--- src/rtl/arb_pkg.sv ---
// Shared constants, state type and helpers for the 4-way round-robin arbiter.
// The optional hold limit is enabled by defining ARB_HOLD_LIMIT_EN.
package arb_pkg;

    localparam int N_REQ  = 4;
    localparam int PTR_W  = 2;
    localparam int HOLD_W = 8;

    typedef enum logic [0:0] {
        IDLE    = 1'b0,
        GRANTED = 1'b1
    } arb_state_t;

    // Index of the set bit in a one-hot vector; zero when the vector is empty.
    function automatic logic [PTR_W-1:0] onehot_to_idx(input logic [N_REQ-1:0] oh);
        logic [PTR_W-1:0] idx;
        idx = '0;
        for (int i = 0; i < N_REQ; i++) begin
            if (oh[i]) idx = PTR_W'(i);
        end
        return idx;
    endfunction

endpackage

--- src/rtl/rr_pick.sv ---
// Combinational round-robin picker: first set request at or after ptr, wrapping.
// Stateless; the arbiter owns the pointer. No macro dependencies.
module rr_pick
    import arb_pkg::*;
(
    input  logic [N_REQ-1:0] req,
    input  logic [PTR_W-1:0] ptr,
    output logic [N_REQ-1:0] pick,
    output logic             found
);

    logic [N_REQ-1:0] rot;
    logic [N_REQ-1:0] rot_pick;

    // Rotate so that requester ptr lands at bit 0, isolate the lowest set bit,
    // then rotate the result back into requester numbering.
    for (genvar gi = 0; gi < N_REQ; gi++) begin : g_rot
        assign rot[gi] = req[PTR_W'(gi) + ptr];
    end

    assign rot_pick = rot & (~rot + N_REQ'(1));

    for (genvar gi = 0; gi < N_REQ; gi++) begin : g_unrot
        assign pick[gi] = rot_pick[PTR_W'(gi) - ptr];
    end

    assign found = |req;

endmodule

--- src/rtl/rr_arbiter_4.sv ---
// Four-requester round-robin arbiter with registered one-hot grant.
// Define ARB_HOLD_LIMIT_EN to cap each grant at MAX_HOLD consecutive cycles.
module rr_arbiter_4
    import arb_pkg::*;
#(
    parameter int MAX_HOLD = 8
) (
    input  logic       clk,
    input  logic       rst_n,
    input  logic [3:0] req,
    input  logic       en,
    output logic [3:0] grant,
    output logic       grant_vld
);

    if (MAX_HOLD < 1 || MAX_HOLD > 255) begin : g_bad_max_hold
        $error("MAX_HOLD must be within 1..255");
    end

    arb_state_t       state_reg, state_next;
    logic [N_REQ-1:0] grant_reg, grant_next;
    logic             vld_reg;
    logic [PTR_W-1:0] ptr_reg, ptr_next;
    logic [N_REQ-1:0] pick;
    logic             found;
    logic             keep;
    logic             expire;

    rr_pick u_pick (
        .req   (req),
        .ptr   (ptr_reg),
        .pick  (pick),
        .found (found)
    );

    assign keep = |(req & grant_reg);

`ifdef ARB_HOLD_LIMIT_EN
    logic [HOLD_W-1:0] hold_reg, hold_next;
    assign expire = (hold_reg == HOLD_W'(MAX_HOLD - 1));
`else
    assign expire = 1'b0;
`endif

    always_comb begin
        state_next = state_reg;
        grant_next = grant_reg;
        ptr_next   = ptr_reg;
`ifdef ARB_HOLD_LIMIT_EN
        hold_next  = hold_reg;
`endif
        if (state_reg == IDLE) begin
            if (en && found) begin
                state_next = GRANTED;
                grant_next = pick;
                ptr_next   = onehot_to_idx(pick) + PTR_W'(1);
`ifdef ARB_HOLD_LIMIT_EN
                hold_next  = '0;
`endif
            end
        end else if (keep && !expire) begin
`ifdef ARB_HOLD_LIMIT_EN
            hold_next = hold_reg + HOLD_W'(1);
`endif
        end else if (en && found) begin
            // Release or hold expiry: hand over on the same edge. On expiry the
            // current winner is still requesting, so it is re-picked last.
            state_next = GRANTED;
            grant_next = pick;
            ptr_next   = onehot_to_idx(pick) + PTR_W'(1);
`ifdef ARB_HOLD_LIMIT_EN
            hold_next  = '0;
`endif
        end else if (keep) begin
            // Expired while enable is low: no new grant allowed, so the winner
            // keeps the grant and starts a fresh hold window.
`ifdef ARB_HOLD_LIMIT_EN
            hold_next = '0;
`endif
        end else begin
            state_next = IDLE;
            grant_next = '0;
`ifdef ARB_HOLD_LIMIT_EN
            hold_next  = '0;
`endif
        end
    end

    always_ff @(posedge clk or negedge rst_n) begin
        if (!rst_n) begin
            state_reg <= IDLE;
            grant_reg <= '0;
            vld_reg   <= 1'b0;
            ptr_reg   <= '0;
        end else begin
            state_reg <= state_next;
            grant_reg <= grant_next;
            vld_reg   <= |grant_next;
            ptr_reg   <= ptr_next;
        end
    end

`ifdef ARB_HOLD_LIMIT_EN
    always_ff @(posedge clk or negedge rst_n) begin
        if (!rst_n) hold_reg <= '0;
        else        hold_reg <= hold_next;
    end
`endif

    assign grant     = grant_reg;
    assign grant_vld = vld_reg;

endmodule

--- config.mk ---
export PLATFORM = sky130hd
export DESIGN_NAME = rr_arbiter_4
export DESIGN_NICKNAME = d
export VERILOG_FILES = /design/src/rtl/arb_pkg.sv /design/src/rtl/rr_pick.sv /design/src/rtl/rr_arbiter_4.sv
export SDC_FILE = /design/constraint.sdc
export NUM_CORES = 1
export LEC_CHECK = 0
export ABC_AREA = 1
export BUFFER_PORTS_ARGS = -buffer_cell sky130_fd_sc_hd__buf_2
export CORE_MARGIN = 2
export CORE_UTILIZATION = 30
export DETAILED_ROUTE_END_ITERATION = 16
export PLACE_DENSITY = 0.47
export SKIP_CTS_REPAIR_TIMING = 1
export SLEW_MARGIN = 0
export SYNTH_ARGS = -nofsm -noshare
export SYNTH_HDL_FRONTEND = slang
export SYNTH_SLANG_ARGS = --single-unit
--- constraint.sdc ---
create_clock -name clk -period 4.6 [get_ports clk]
set_input_delay 0.23 -clock clk [delete_from_list [all_inputs] [get_ports clk]]
set_output_delay 0.23 -clock clk [all_outputs]
set_load 0.05 [all_outputs]
Word-level counts from Yosys, hierarchy flattened
Index checks and enable logic that the tools add are counted.
Operators by class
  mux-type cells: 34
  reductions and logical operators: 5
  bitwise operators: 3
  $lt $le $gt $ge: 8
  $add $sub $neg: 10
  eq/ne operators: 1
Operator list (number)
  less-than comparator 2 x 3 -> 1 bit (second input constant): 8
  2-to-1 mux 2 bit: 10
  binary-select mux 1 bit (select 2 bit): 8
  2-to-1 mux 4 bit: 4
  2-to-1 mux 1 bit: 12
  OR reduction 4 bit: 3
  AND 4 bit: 2
  adder 2 x 1 -> 2 bit (second input constant): 2
  adder 2 bit (first input constant): 2
  adder 4 x 1 -> 4 bit (second input constant): 1
  NOT 4 bit: 1
  subtractor 1 x 2 -> 2 bit (first input constant): 2
  subtractor 2 bit (first input constant): 2
  adder 1 x 2 -> 2 bit (first input constant): 1
  inequality test 2 bit (second input constant): 1
  AND reduction 2 bit: 1
  logical AND 1 bit: 1
Storage, ports and cells
  flip-flop bits (word level): 8
  input bits: 7
  logic and storage cells: 65
  output and inout bits: 5

Longest topological paths before layout
  word-level depth: 18
  mapped depth: 14
  depth with buffers taken out: 13

By module
A second synthesis with hierarchy kept.
Second synthesis, totals
  cells, all modules: 133
  area, all modules: 763.2 um^2
Modules (own cells, without submodules)
  rr_arbiter_4: seq. area each 200.2 um^2, cells an instance 67, times used 1, area an instance 464.2 um^2
  rr_pick: seq. area each 0.0 um^2, cells an instance 66, times used 1, area an instance 299.0 um^2

Least setup slack after synthesis
OpenSTA, ideal clock, no wires.
  kind: register to register
  start point: register grant_reg[1] (netlist: grant[1])
  end point: register vld_reg (netlist: grant_vld)
  setup slack: 2939 ps
  buffers on the path: 0
  data arrival time: 1537 ps
  cell stages (with the launch flop): 12
  cells stage by stage: dfrtp_1 > inv_1 > o21ai_0 > o21ai_2 > inv_1 > nor2_4 > nand2_1 > inv_1 > nand2_2 > nand2_2 > nor2_2 > nand3_2
Between the ends
  word-level cells in the longest chain between the ends: 5
  elaborated cells between the ends (all ways): 6
RTL lines
  start, declared: line rr_arbiter_4.sv:21  | logic [N_REQ-1:0] grant_reg, grant_next;
  start signal, assigned: line rr_arbiter_4.sv:97  | grant_reg <= grant_next;
  AND 4 bit: line rr_arbiter_4.sv:36  | assign keep = |(req & grant_reg);
  OR reduction 4 bit: line rr_arbiter_4.sv:36
  2-to-1 mux 4 bit: line rr_arbiter_4.sv:61  | end else if (keep && !expire) begin
  2-to-1 mux 4 bit: line rr_arbiter_4.sv:52  | if (state_reg == IDLE) begin
  net grant_next[0]: line rr_arbiter_4.sv:21
  OR reduction 4 bit: line rr_arbiter_4.sv:98  | vld_reg <= |grant_next;
  end signal, assigned: line rr_arbiter_4.sv:98
  end, declared: line rr_arbiter_4.sv:22  | logic vld_reg;
The timed path passes the listed nets, and every way through them passes these cells.
A chain may end at the register's enable or synchronous reset.

Worst setup path in the final report
  start point: register ptr_reg[0]
  end point: register vld_reg (netlist: grant_vld)
Between the ends
  word-level cells in the longest chain between the ends: 12
  elaborated cells between the ends (all ways): 31
RTL lines
  start, declared: line rr_arbiter_4.sv:23  | logic [PTR_W-1:0] ptr_reg, ptr_next;
  start signal, assigned: line rr_arbiter_4.sv:99  | ptr_reg <= ptr_next;
  adder 1 x 2 -> 2 bit or adder 2 bit (tied branches): line rr_pick.sv:18  | assign rot[gi] = req[PTR_W'(gi) + ptr];
  binary-select mux 1 bit (select 2 bit): line rr_pick.sv:18
  2-to-1 mux 1 bit (implied by the code): line rr_pick.sv:18
  NOT 4 bit: line rr_pick.sv:21  | assign rot_pick = rot & (~rot + N_REQ'(1));
  adder 4 x 1 -> 4 bit: line rr_pick.sv:21
  AND 4 bit: line rr_pick.sv:21
  binary-select mux 1 bit (select 2 bit): line rr_pick.sv:24  | assign pick[gi] = rot_pick[PTR_W'(gi) - ptr];
  2-to-1 mux 1 bit (implied by the code): line rr_pick.sv:24
  2-to-1 mux 4 bit: line rr_arbiter_4.sv:65  | end else if (en && found) begin
  2-to-1 mux 4 bit: line rr_arbiter_4.sv:61
  2-to-1 mux 4 bit (*): line rr_arbiter_4.sv:52
  OR reduction 4 bit (*): line rr_arbiter_4.sv:98
Mark *: on every way between the ends. The rest lies on a longest branch, timed or not. The select of a mux whose other input is x is not followed.

==> run summary <==
### STA
- 1.867 ns — post-route minimum period
- 0 ns — setup TNS after final layout
- 0.4982 ns — slew at the pin with the worst max-slew slack
- 0 — hold violation count in the final report
- 0 — total of endpoints with negative setup slack in the final report
- 535.7 MHz — Max Clk Rate
- no — RSZ-0062 raised after global routing
- 2.733 ns — post-route worst setup slack
- 0.4058 — part of the cycle the worst path needs
- 0.6644 — slew margin rel.
- 0.0008411 ns — Clock Skews
- 0 — Slew Viols, Final

### Global route
- 0 — remaining global-route overflow
- 0 — number of antenna violations at the first check in global routing
- 13 — largest net degree at the start of global routing
- 698 — via count of the first global-routing pass
- 2904 um — global-route wire length before repair
- 0.1434 — overall track demand over capacity in global routing

### Critical path
- flip-flop — endpoint type of the worst setup path
- flip-flop — crit path launch type
- 1 — crit path buf inv count
- 4.73 ns — critical path required time
- 12 — largest fanout on the critical path
- 0.52 ns — Crit path largest cell delay
- sky130_fd_sc_hd__nand2_2 — CP dominant cell by count
- 2.00 ns — Critical Path AT
- inv_2 > nand2_1 > nand2_2 > nand2_1 > nand2_2 > nor2_4 > nand3_1 > nand3_1 > nand2_2 > nand2_2 > a21oi_4 > nand3_2 — series of cell instances along the critical path
- flip-flop to flip-flop — classification of the worst setup path
- sky130_fd_sc_hd__dfrtp_1 — cell with the largest stage delay on the worst path
- simple AND/OR/NAND/NOR gates — crit-path leading delay family

### Route
- 1650 um — wire length after detailed routing
- 10 — Iter 0 DRT Violations
- 0 — Remaining DRCs
- 4.556 — Vias per Instance
- 697 — via total after detailed routing
- 10.78 um — detailed-route wire length per cell
- 0 — post-route ant nets
- 4 — router iterations before antenna repair

### Place
- 11 — number of I/O port buffers
- 149 — Placed Instances
- 1389 um — HPWL Detailed
- 0.7570 — RD Place Congestion
- 799.5 um2 — post-detailed-placement cell area
- 2.711 ns — Place WS

### Finish
- 134 — Post-layout nets
- 0.3120 — layout cells sized above 1
- 832.0 um2 — final instance area
- 0 — diode count
- 456.7 um2 — total area of multi-input combinational cells
- sky130_fd_sc_hd__nand2_1 — most common cell after layout, fill and taps aside
- 264 — Filler cells
- 200.2 um2 — sequential cell area
- 153 — final cell count without fillers
- sky130_fd_sc_hd__nand2_1, sky130_fd_sc_hd__nand3_1, sky130_fd_sc_hd__nand2_2 — highest-count cells in the layout ignoring fill and taps
- 4 — Largest register FFs
- 14.26% — Syn-to-layout area delta

### Floorplan
- 2837 um2 — Die Outline Area
- 0.3230 — effective utilization at floorplan
- 53.27 um — vertical die dimension
- 2255 um2 — core region area
- 53.27 um — Die Width
- 12 — # IOs
- 17 — row count

### Synthesis
- 0.2749 — share of synthesized area occupied by flip-flops and latches
- 6.502 um2 — Mean Syn Cell Area
- 19 — number of distinct library cells after synthesis
- 8 — number of synthesized register bits
- 119 — net count after synthesis
- 728.2 um2 — area of the mapped netlist
- 112 — Post-Syn Instances
- 0 — Synth Warn #

### Clocking
- 3 — total CTS buffers
- 0.05 ns — Clock Pin Slew Worst Setup and Hold Paths
- sky130_fd_sc_hd__clkbuf_4 — buffer type at the clock tree root
- 8 — CTS sink cnt
- built — TritonCTS clock tree
- 2 — Max Buffers Root-to-Sink
- 0.25 ns — clock latency of the later-clocked register in the worst-skew pair
- 1 — CTS H-Tree Depth

### Power
- 804.6 nW/um2 — Power Dens Cells
- 0.6695 mW — total power after layout
- 0.4592 nW — leakage component of the power
- 317.8 uV — largest vdd supply drop

### Run status
- finished clean — run status

### Min path
- input port to async pin — path type of the worst min-delay path

### Flow run
- 0 — number of violations of the max-capacitance limit

## Yosys cell counts, drive strengths merged
cell | n | share of area
nand2 | 52 | 0.33
nand3 | 23 | 0.16
inv | 14 | 0.072
dfrtp | 8 | 0.27
o21ai | 6 | 0.046
nor2 | 4 | 0.045
a21oi | 2 | 0.029
buf | 2 | 0.026
o31a | 1 | 0.012
## worst reg2reg max path, cell delays in order, from the launching register on
cell and delay (ns):
sky130_fd_sc_hd__dfrtp_1 0.52, sky130_fd_sc_hd__inv_2 0.26, sky130_fd_sc_hd__nand2_1 0.10, sky130_fd_sc_hd__nand2_2 0.11
sky130_fd_sc_hd__nand2_1 0.07, sky130_fd_sc_hd__nand2_2 0.10, sky130_fd_sc_hd__nor2_4 0.05, sky130_fd_sc_hd__nand3_1 0.09
sky130_fd_sc_hd__nand3_1 0.09, sky130_fd_sc_hd__nand2_2 0.10, sky130_fd_sc_hd__nand2_2 0.07, sky130_fd_sc_hd__a21oi_4 0.13
sky130_fd_sc_hd__nand3_2 0.06
## power breakdown
| group | total (mW) | internal, mW | switching, mW |
|---|---|---|---|
| clock network | 0.0516 | 0.0297 | 0.0219 |
| registers | 0.141 | 0.101 | 0.0398 |
| logic | 0.477 | 0.152 | 0.325 |
| total | 0.669 | 0.283 | 0.387 |
## worst paths after layout
| kind | start | endpoint | slack [ns] | depth (start not counted) |
|---|---|---|---|---|
| min | rst_n | grant[2]$_DFF_PN0_ | 0.35 | 2 |
| min in group clk | en | state_reg$_DFF_PN0_ | 0.42 | 3 |
| min reg2reg | grant[3]$_DFF_PN0_ | grant[3]$_DFF_PN0_ | 0.55 | 2 |
| max | ptr_reg[0]$_DFFE_PN0P_ | grant_vld$_DFF_PN0_ | 2.73 | 12 |
| max in group asynchronous | rst_n | state_reg$_DFF_PN0_ | 4.09 | 2 |
| max reg2reg | ptr_reg[0]$_DFFE_PN0P_ | grant_vld$_DFF_PN0_ | 2.73 | 12 |
## metrics by stage
stage,utilization,hold WS (ns)
final,0.3690,0.3480
after global routing,0.3690,0.3591
after CTS,0.3646,-0.1924
after detailed placement,0.3546,0.08066
after global placement,0.3546,0.08070
after floorplan,-,-0.06559
## final cells by class
| type | instances | area share |
|---|---|---|
| clock buffers | 3 | 0.02707 |
| inverters | 14 | 0.06316 |
| multi-input cells | 88 | 0.5489 |
| flip-flops and latches | 8 | 0.2406 |
| well taps | 28 | 0.04211 |
| repair buffers | 12 | 0.07820 |
## kinds of logic (layout without fill, tap and decap cells)
family,Yosys count,after routing,share of synthesized area
buffers and inverters,16,29,0.09794
flip-flops,8,8,0.2749
AO/OA/AOI/OAI,9,9,0.08763
AND/OR/NAND/NOR,79,79,0.5395
## metal layers
layer,global-route usage,vias up,routed length [um]
li1,-,384,-
met1,0.1869,296,816
met2,0.2325,15,756
met3,0.01977,2,53
met4,0.06410,0,24
met5,0,-,0
Power figures use the tool's default switching activity.
